--- config.mk ---
export PLATFORM = sky130hd
export DESIGN_NAME = alu_pipe2
export DESIGN_NICKNAME = d
export VERILOG_FILES = /design/src/rtl/alu_pipe2.sv
export SDC_FILE = /design/constraint.sdc
export NUM_CORES = 1
export LEC_CHECK = 0
export ABC_AREA = 0
export CAP_MARGIN = 20
export CORE_MARGIN = 2
export CORE_UTILIZATION = 40
export CTS_CLUSTER_SIZE = 20
export DETAILED_ROUTE_END_ITERATION = 10
export PLACE_DENSITY = 0.69
export SLEW_MARGIN = 0
export SYNTH_ARGS = -nofsm -noshare
export SYNTH_HDL_FRONTEND = slang
export SYNTH_SLANG_ARGS = --single-unit
--- constraint.sdc ---
create_clock -name clk -period 4.21 [get_ports clk]
set_input_delay 0.421 -clock clk [delete_from_list [all_inputs] [get_ports clk]]
set_output_delay 0.421 -clock clk [all_outputs]
set_load 0.1 [all_outputs]
--- src/rtl/alu_pipe2.sv ---
// Two-stage registered add/sub ALU with carry and zero flags.
// Valid/ready handshake on both sides; no skid buffer.
module alu_pipe2 #(
   parameter int WIDTH = 8,
   parameter int CNT_W = 16
) (
   input  logic             clk,
   input  logic             rst_n,
   input  logic             in_valid,
   output logic             in_ready,
   input  logic [1:0]       in_op,
   input  logic [WIDTH-1:0] in_a,
   input  logic [WIDTH-1:0] in_b,
   output logic             out_valid,
   input  logic             out_ready,
   output logic [WIDTH-1:0] out_result,
   output logic             out_carry,
   output logic             out_zero,
   output logic [CNT_W-1:0] done_count
);

   logic             s1_valid;
   logic [1:0]       s1_op;
   logic [WIDTH-1:0] s1_a;
   logic [WIDTH-1:0] s1_b;
   logic             s2_take;
   logic [WIDTH:0]   alu_full;

   assign s2_take  = !out_valid || out_ready;
   assign in_ready = !s1_valid || s2_take;

   // Bit WIDTH is carry-out for add and borrow (a < b) for sub.
   always_comb begin
      alu_full = '0;
      unique case (s1_op)
         2'b00:   alu_full = {1'b0, s1_a} + {1'b0, s1_b};
         2'b01:   alu_full = {1'b0, s1_a} - {1'b0, s1_b};
         default: alu_full = '0;
      endcase
   end

   always_ff @(posedge clk or negedge rst_n) begin
      if (!rst_n) begin
         s1_valid <= 1'b0;
         s1_op    <= '0;
         s1_a     <= '0;
         s1_b     <= '0;
      end else if (in_ready) begin
         s1_valid <= in_valid;
         if (in_valid) begin
            s1_op <= in_op;
            s1_a  <= in_a;
            s1_b  <= in_b;
         end
      end
   end

   always_ff @(posedge clk or negedge rst_n) begin
      if (!rst_n) begin
         out_valid  <= 1'b0;
         out_result <= '0;
         out_carry  <= 1'b0;
         out_zero   <= 1'b0;
      end else if (s2_take) begin
         out_valid <= s1_valid;
         if (s1_valid) begin
            out_result <= alu_full[WIDTH-1:0];
            out_carry  <= alu_full[WIDTH];
            out_zero   <= (alu_full[WIDTH-1:0] == '0);
         end
      end
   end

   always_ff @(posedge clk or negedge rst_n) begin
      if (!rst_n)
         done_count <= '0;
      else if (out_valid && out_ready)
         done_count <= done_count + 1'b1;
   end

endmodule
==> results of run 1 <==
## worst max-delay path, cell delays in order (launching register included)
cell and delay [ps]:
dfrtp_1 540, nand2b_1 290, o21ai_0 350, inv_1 80
ha_1 290, nand2b_2 80, a21oi_1 80, o21a_1 190
o21a_1 180, o31a_1 280, a32o_1 240
## per-stage QoR
step / util / hold WS, ps / instance area, um2 / worst slack [ps] / power (mW)
floorplan: - / 125.4 / 2297 / 884.1 / 1.465
global placement: 0.5156 / 464.3 / 2856 / 1550 / 1.703
detailed placement: 0.5156 / 467.3 / 2856 / 1526 / 1.715
CTS: 0.5404 / 314.1 / 2994 / 1504 / 2.109
global route: 0.5458 / 507.2 / 3024 / 1302 / 2.214
finish: 0.5458 / 480.6 / 3024 / 1513 / 2.094
## where the power goes
part	switching, mW	leakage [nW]	internal (mW)
combinational	0.759	0.677	0.327
sequential	0.0868	0.575	0.535
clock	0.148	0.0683	0.238
## cells in the final DEF (no fill, tap or decap), types with 2 or more instances in the layout
cell / n
inv_1: 5
a31oi_1: 2
bufinv_16: 2
o21ai_1: 4
dfrtp_1: 46
nand4_1: 3
nor2_1: 13
a21oi_1: 7
mux2_2: 9
o31ai_1: 8
ha_1: 10
o21ai_0: 2
nand2_1: 26
nor3_1: 4
xor2_1: 10
xnor2_1: 16
o21a_1: 2
and3_1: 4
clkdlybuf4s50_1: 48
nor2b_1: 2
nand2b_1: 6
mux2_1: 10
nand3_1: 4
clkbuf_8: 5
## logic make-up after synthesis
logic type	Yosys count	share of synthesized area
adder cells (fa/ha/maj)	11	0.06318
multiplexers	20	0.09750
buffers and inverters	9	0.01525
XOR/XNOR	26	0.09912
AND/OR/NAND/NOR	67	0.1384
flip-flops	46	0.5011
AO/OA/AOI/OAI	30	0.08551
## area by class of cell
cell class	count	area (um2)	share of cell area
multi-input combinational	154	1111	0.3674
clock buffer	5	68.82	0.02276
tap	72	90.09	0.02979
sequential	46	1151	0.3806
clock inverter	3	68.82	0.02276
timing repair buffer	51	515.5	0.1705
inverter	5	18.77	0.006206
## worst max-delay path by stage
stage / start / end / cells past startpoint
after floorplan: out_valid$_DFFE_PN0P_ / s1_a[0]$_DFFE_PN0P_ / 4
after global placement: out_ready / in_ready / 3
after detailed placement: s1_op[1]$_DFFE_PN0P_ / out_zero$_DFFE_PN0P_ / 10
after CTS: s1_op[1]$_DFFE_PN0P_ / out_zero$_DFFE_PN0P_ / 10
after global routing: s1_op[1]$_DFFE_PN0P_ / out_zero$_DFFE_PN0P_ / 10
final: s1_op[1]$_DFFE_PN0P_ / out_zero$_DFFE_PN0P_ / 10
## registers in the layout (all words and copies together), names as in the netlist
name / count
s1_valid: 1
out_zero: 1
done_count: 16
s1_op: 2
out_carry: 1
out_valid: 1
s1_a: 8
out_result: 8
s1_b: 8
## per-layer routing
layer,vias to the layer above,part of all wire,track usage
li1,837,-,-
met1,783,0.47,0.2109
met2,33,0.46,0.2336
met3,5,0.045,0.03846
met4,0,0.018,0.06102
met5,-,0,0
## timing repair
item / CTS / global route
setup buffers: 0 / 0
hold buffers: 0 / 1
gates resized for setup: 0 / 0
endpoints found under the hold margin: 0 / 9
==> flow_metrics.tcl, run 1 <==
set metrics [dict create \
    status "completed" \
    placed_cells 326 \
    cts_max_path_buffers 2 \
    setup-tns-final_ps 0 \
    routabilityCongestion 0.7961 \
    vias 1658 \
    rrSetupSlack_ps 1510 \
    critPathCaptureType "register" \
    startpoint_type "register" \
    drt-initial-drc-count 41 \
    min_from "out_result[3]$_DFFE_PN0P_" \
    rows 27 \
    fp.coreArea_mm2 0.005540 \
    reg2reg_to "out_zero$_DFFE_PN0P_" \
    grt_pass1_wl_um 7583 \
    leakage_nw 1.320 \
    syn_nets 242 \
    dp_hpwl_um 3236 \
    relSlewSlack 0.3484 \
    syn_area_per_cell_um2 10.99 \
    grt_pass1_vias 1653 \
    synth_cells 209 \
    nets 296 \
    peakVddDrop_v 0.0004449 \
    drv_slew 0 \
    drc_errors 0 \
    antenna_found_initial 0 \
    crit_type "reg2reg" \
    synth.cell_area_mm2 0.002297 \
    synth-main-ff-cell "dfrtp_1" \
    seq_area_frac_synth 0.5011 \
    grt_max_degree 47 \
    antenna_left 0 \
    ios 50 \
    instances_no_fill 336 \
    cp_max_fo 15 \
    routed_wl_um 4311 \
    critPathArrivalTime_ps 2880 \
    numPortBuffers 49 \
    clk_pin_slew_ps 80 \
    fin_crit_ps 2697 \
    start_util 0.4146 \
    synth-edff-count 0 \
    final.setup_skew_ps 11.25 \
    cts_tree "yes" \
    drv_cap 0 \
    yosysWarnings 0 \
    routedWlPerCell_um 12.83 \
    required_ps 4390 \
    overflow 0 \
    cts.sinks 46 \
    rsz0062_at_grt "false" \
    ys_types 35 \
    die_height_um 79.78 \
    synth.most_common_cell "dfrtp_1" \
    drive_gt1_frac 0.07955 \
    ys_top_cells_by_area "dfrtp_1 50%, xnor2_1 6.1%, ha_1 5.4%" \
    area_delta_synth_final_pct 31.64 \
    die_w_um 79.78 \
    r2r-start "s1_op[1]$_DFFE_PN0P_" \
    worstSkewPairLatency_ps 300 \
    hold-path-endpoint "out_result[3]$_DFFE_PN0P_" \
    reg2reg_depth 10 \
    avgViaCountPerCell 4.935 \
    finalSetupViolCount 0 \
    num_antenna_cells 0 \
    yosys-top-cells-count "46 x dfrtp_1, 26 x nand2_1, 16 x xnor2_1" \
    async_reset_ff_frac 1.000 \
    die_area_mm2 0.006365 \
    tightest_slew_ps 974.4 \
    synth.top_cell.area_share 0.5011 \
    synth-seq-cells 46 \
    final_hold_viol_count 0 \
    power.density_mw_per_mm2 692.4 \
    grtUsageTotal 0.1537 \
    fill_cells 521 \
    cts.htree.levels 2 \
    timing.final.crit_share 0.6406 \
    numCtsBuffers 5 \
    fmax_ghz 0.3708 \
    hp-class "reg2reg" \
    drt_first_pass_iters 4 \
    synth_top_cell_by_area "dfrtp_1" \
    hold_depth 2 \
    cts_root_buf "clkbuf_8" \
]
(Power assumes the default switching activity.)
==> run 2, diff against run 1 <==
--- a/config.mk
+++ b/config.mk
@@ -11,7 +11,7 @@
 export CORE_UTILIZATION = 40
 export CTS_CLUSTER_SIZE = 20
 export DETAILED_ROUTE_END_ITERATION = 10
-export PLACE_DENSITY = 0.69
+export PLACE_DENSITY = 0.72
 export SLEW_MARGIN = 0
 export SYNTH_ARGS = -nofsm -noshare
 export SYNTH_HDL_FRONTEND = slang
==> constraint.sdc (replaced) <==
create_clock -name clk -period 2.3 [get_ports clk]
set_input_delay 0.23 -clock clk [delete_from_list [all_inputs] [get_ports clk]]
set_output_delay 0.23 -clock clk [all_outputs]
set_load 0.1 [all_outputs]
==> flow_metrics.tcl, run 2 (synthesized netlist as in run 1, its figures left out) <==
set metrics [dict create \
    cts_tree "yes" \
    routedWlPerCell_um 13.51 \
    grt_max_degree 29 \
    dp_hpwl_um 3467 \
    start_util 0.4146 \
    worstSkewPairLatency_ps 300 \
    cts_max_path_buffers 2 \
    grtUsageTotal 0.1587 \
    peakVddDrop_v 0.0007478 \
    grt_pass1_vias 1703 \
    largest_reg_flops 16 \
    power.density_mw_per_mm2 1250 \
    startpoint "s1_op[1]$_DFFE_PN0P_" \
    die_area_mm2 0.006365 \
    drt_first_pass_iters 4 \
    reg2reg_to "out_zero$_DFFE_PN0P_" \
    leakage_nw 1.481 \
    hp-class "in2async" \
    fp.coreArea_mm2 0.005540 \
    avgViaCountPerCell 4.972 \
    num_antenna_cells 0 \
    tightest_slew_ps 612.8 \
    report.power.total_mw 4.062 \
    die_w_um 79.78 \
    overflow 0 \
    required_ps 2530 \
    final_hold_viol_count 0 \
    top_register "done_count" \
    rows 27 \
    critPathCaptureType "register" \
    area_delta_synth_final_pct 41.50 \
    rsz0062_at_grt "true" \
    cts_root_buf "clkbuf_8" \
    r2r-start "s1_op[1]$_DFFE_PN0P_" \
    grt_pass1_wl_um 7817 \
    numPortBuffers 49 \
    cp_max_fo 4 \
    drv_slew 0 \
    cts.htree.levels 2 \
    cp-endpoint "out_zero$_DFFE_PN0P_" \
    drv_cap 0 \
    cts.sinks 46 \
    vias 1790 \
    timing.final.crit_share 1.053 \
    startpoint_type "register" \
    ios 50 \
    numCtsBuffers 5 \
    drc_errors 0 \
    critPathArrivalTime_ps 2660 \
    crit_type "reg2reg" \
    reg2reg_depth 10 \
    antenna_found_initial 0 \
    routabilityCongestion 0.8437 \
    relSlewSlack 0.5915 \
    rrSetupSlack_ps -120 \
    fin_crit_ps 2423 \
    setup_ws_ps -122.9 \
    antenna_left 0 \
    status "complete, but fails checks" \
    setup-tns-final_ps -308.6 \
    drt-initial-drc-count 72 \
    layout_common_cells "52 x buf_4, 45 x dfrtp_1, 24 x nand2_1, 20 x clkdlybuf4s50_1, 16 x xnor2_1" \
    drive_gt1_frac 0.3403 \
    clk_pin_slew_ps 80 \
    violations "setup timing" \
    final.setup_skew_ps 9.208 \
    finalSetupViolCount 4 \
    nets 320 \
    routed_wl_um 4863 \
    die_height_um 79.78 \
    layout_commonest_cell "buf_4" \
    fmax_ghz 0.4127 \
]
run 2: changes by cell type in the layout (fill, tap and decap cells not counted), moves of 3 or more:
| cell | before | now |
|---|---|---|
| a21oi_2 | 0 | 4 |
| buf_4 | 0 | 52 |
| clkdlybuf4s50_1 | 48 | 20 |
| a21oi_1 | 7 | 2 |
| o21ai_2 | 0 | 3 |
run 2: worst max-delay path, cell delays in order, from the launching register on:
cell,delay [ps]
dfrtp_1,420
nand2b_2,240
buf_4,170
nand2_1,60
xor2_1,180
ha_1,280
a21o_1,220
a31oi_4,170
mux2i_1,280
o31a_1,180
a32o_1,160
run 2: routing by layer:
metal	share of wire	global-route usage
met5	0	0
met1	0.44	0.2013
met3	0.040	0.03846
met2	0.50	0.2613
met4	0.020	0.06271
run 2: timing repair:
action                     in CTS  in global routing
setup endpoints to repair       4                  5
hold buffers                    1                  0
pin swaps                      12                 14
setup buffers                   4                  4
hold endpoints to repair       27                  0
gates cloned                    0                  0
resized for setup              13                 17
run 2: power breakdown:
group	internal [mW]	switching, mW	leakage, nW
clock network	0.325	0.267	0.0524
registers	0.981	0.161	0.574
logic	0.788	1.54	0.854
run 2: final cells by class:
cell class	instances	area, um2
clock buffers	7	76.32
clock inverters	1	30.03
fillers	518	2290
inverters	5	18.77
multi-input cells	154	1255
flip-flops and latches	46	1155
well taps	72	90.09
repair buffers	75	625.6
run 2: worst min path at each step:
stage                                    start                    endpoint  cells past startpoint
floorplan                                rst_n   done_count[0]$_DFFE_PN0P_                      0
global placement                         rst_n  done_count[13]$_DFFE_PN0P_                      1
detailed placement                       rst_n  done_count[12]$_DFFE_PN0P_                      1
CTS                 done_count[15]$_DFFE_PN0P_  done_count[15]$_DFFE_PN0P_                      1
global route         out_result[1]$_DFFE_PN0P_   out_result[1]$_DFFE_PN0P_                      2
finish                                   rst_n  done_count[12]$_DFFE_PN0P_                      2
run 2: metrics by stage:
| step | hold WS, ps | setup slack (ps) | area (um2) | utilization | instances |
|---|---|---|---|---|---|
| after global placement | 288.1 | -61.16 | 2949 | 0.5323 | 344 |
| final | 473.8 | -122.9 | 3251 | 0.5867 | 360 |
| after global routing | 507.1 | -248.9 | 3251 | 0.5867 | 360 |
| after detailed placement | 294.2 | -116.8 | 2949 | 0.5323 | 344 |
| after floorplan | -65.59 | -215.9 | 2318 | - | 209 |
| after CTS | 484.0 | -105.4 | 3134 | 0.5657 | 356 |
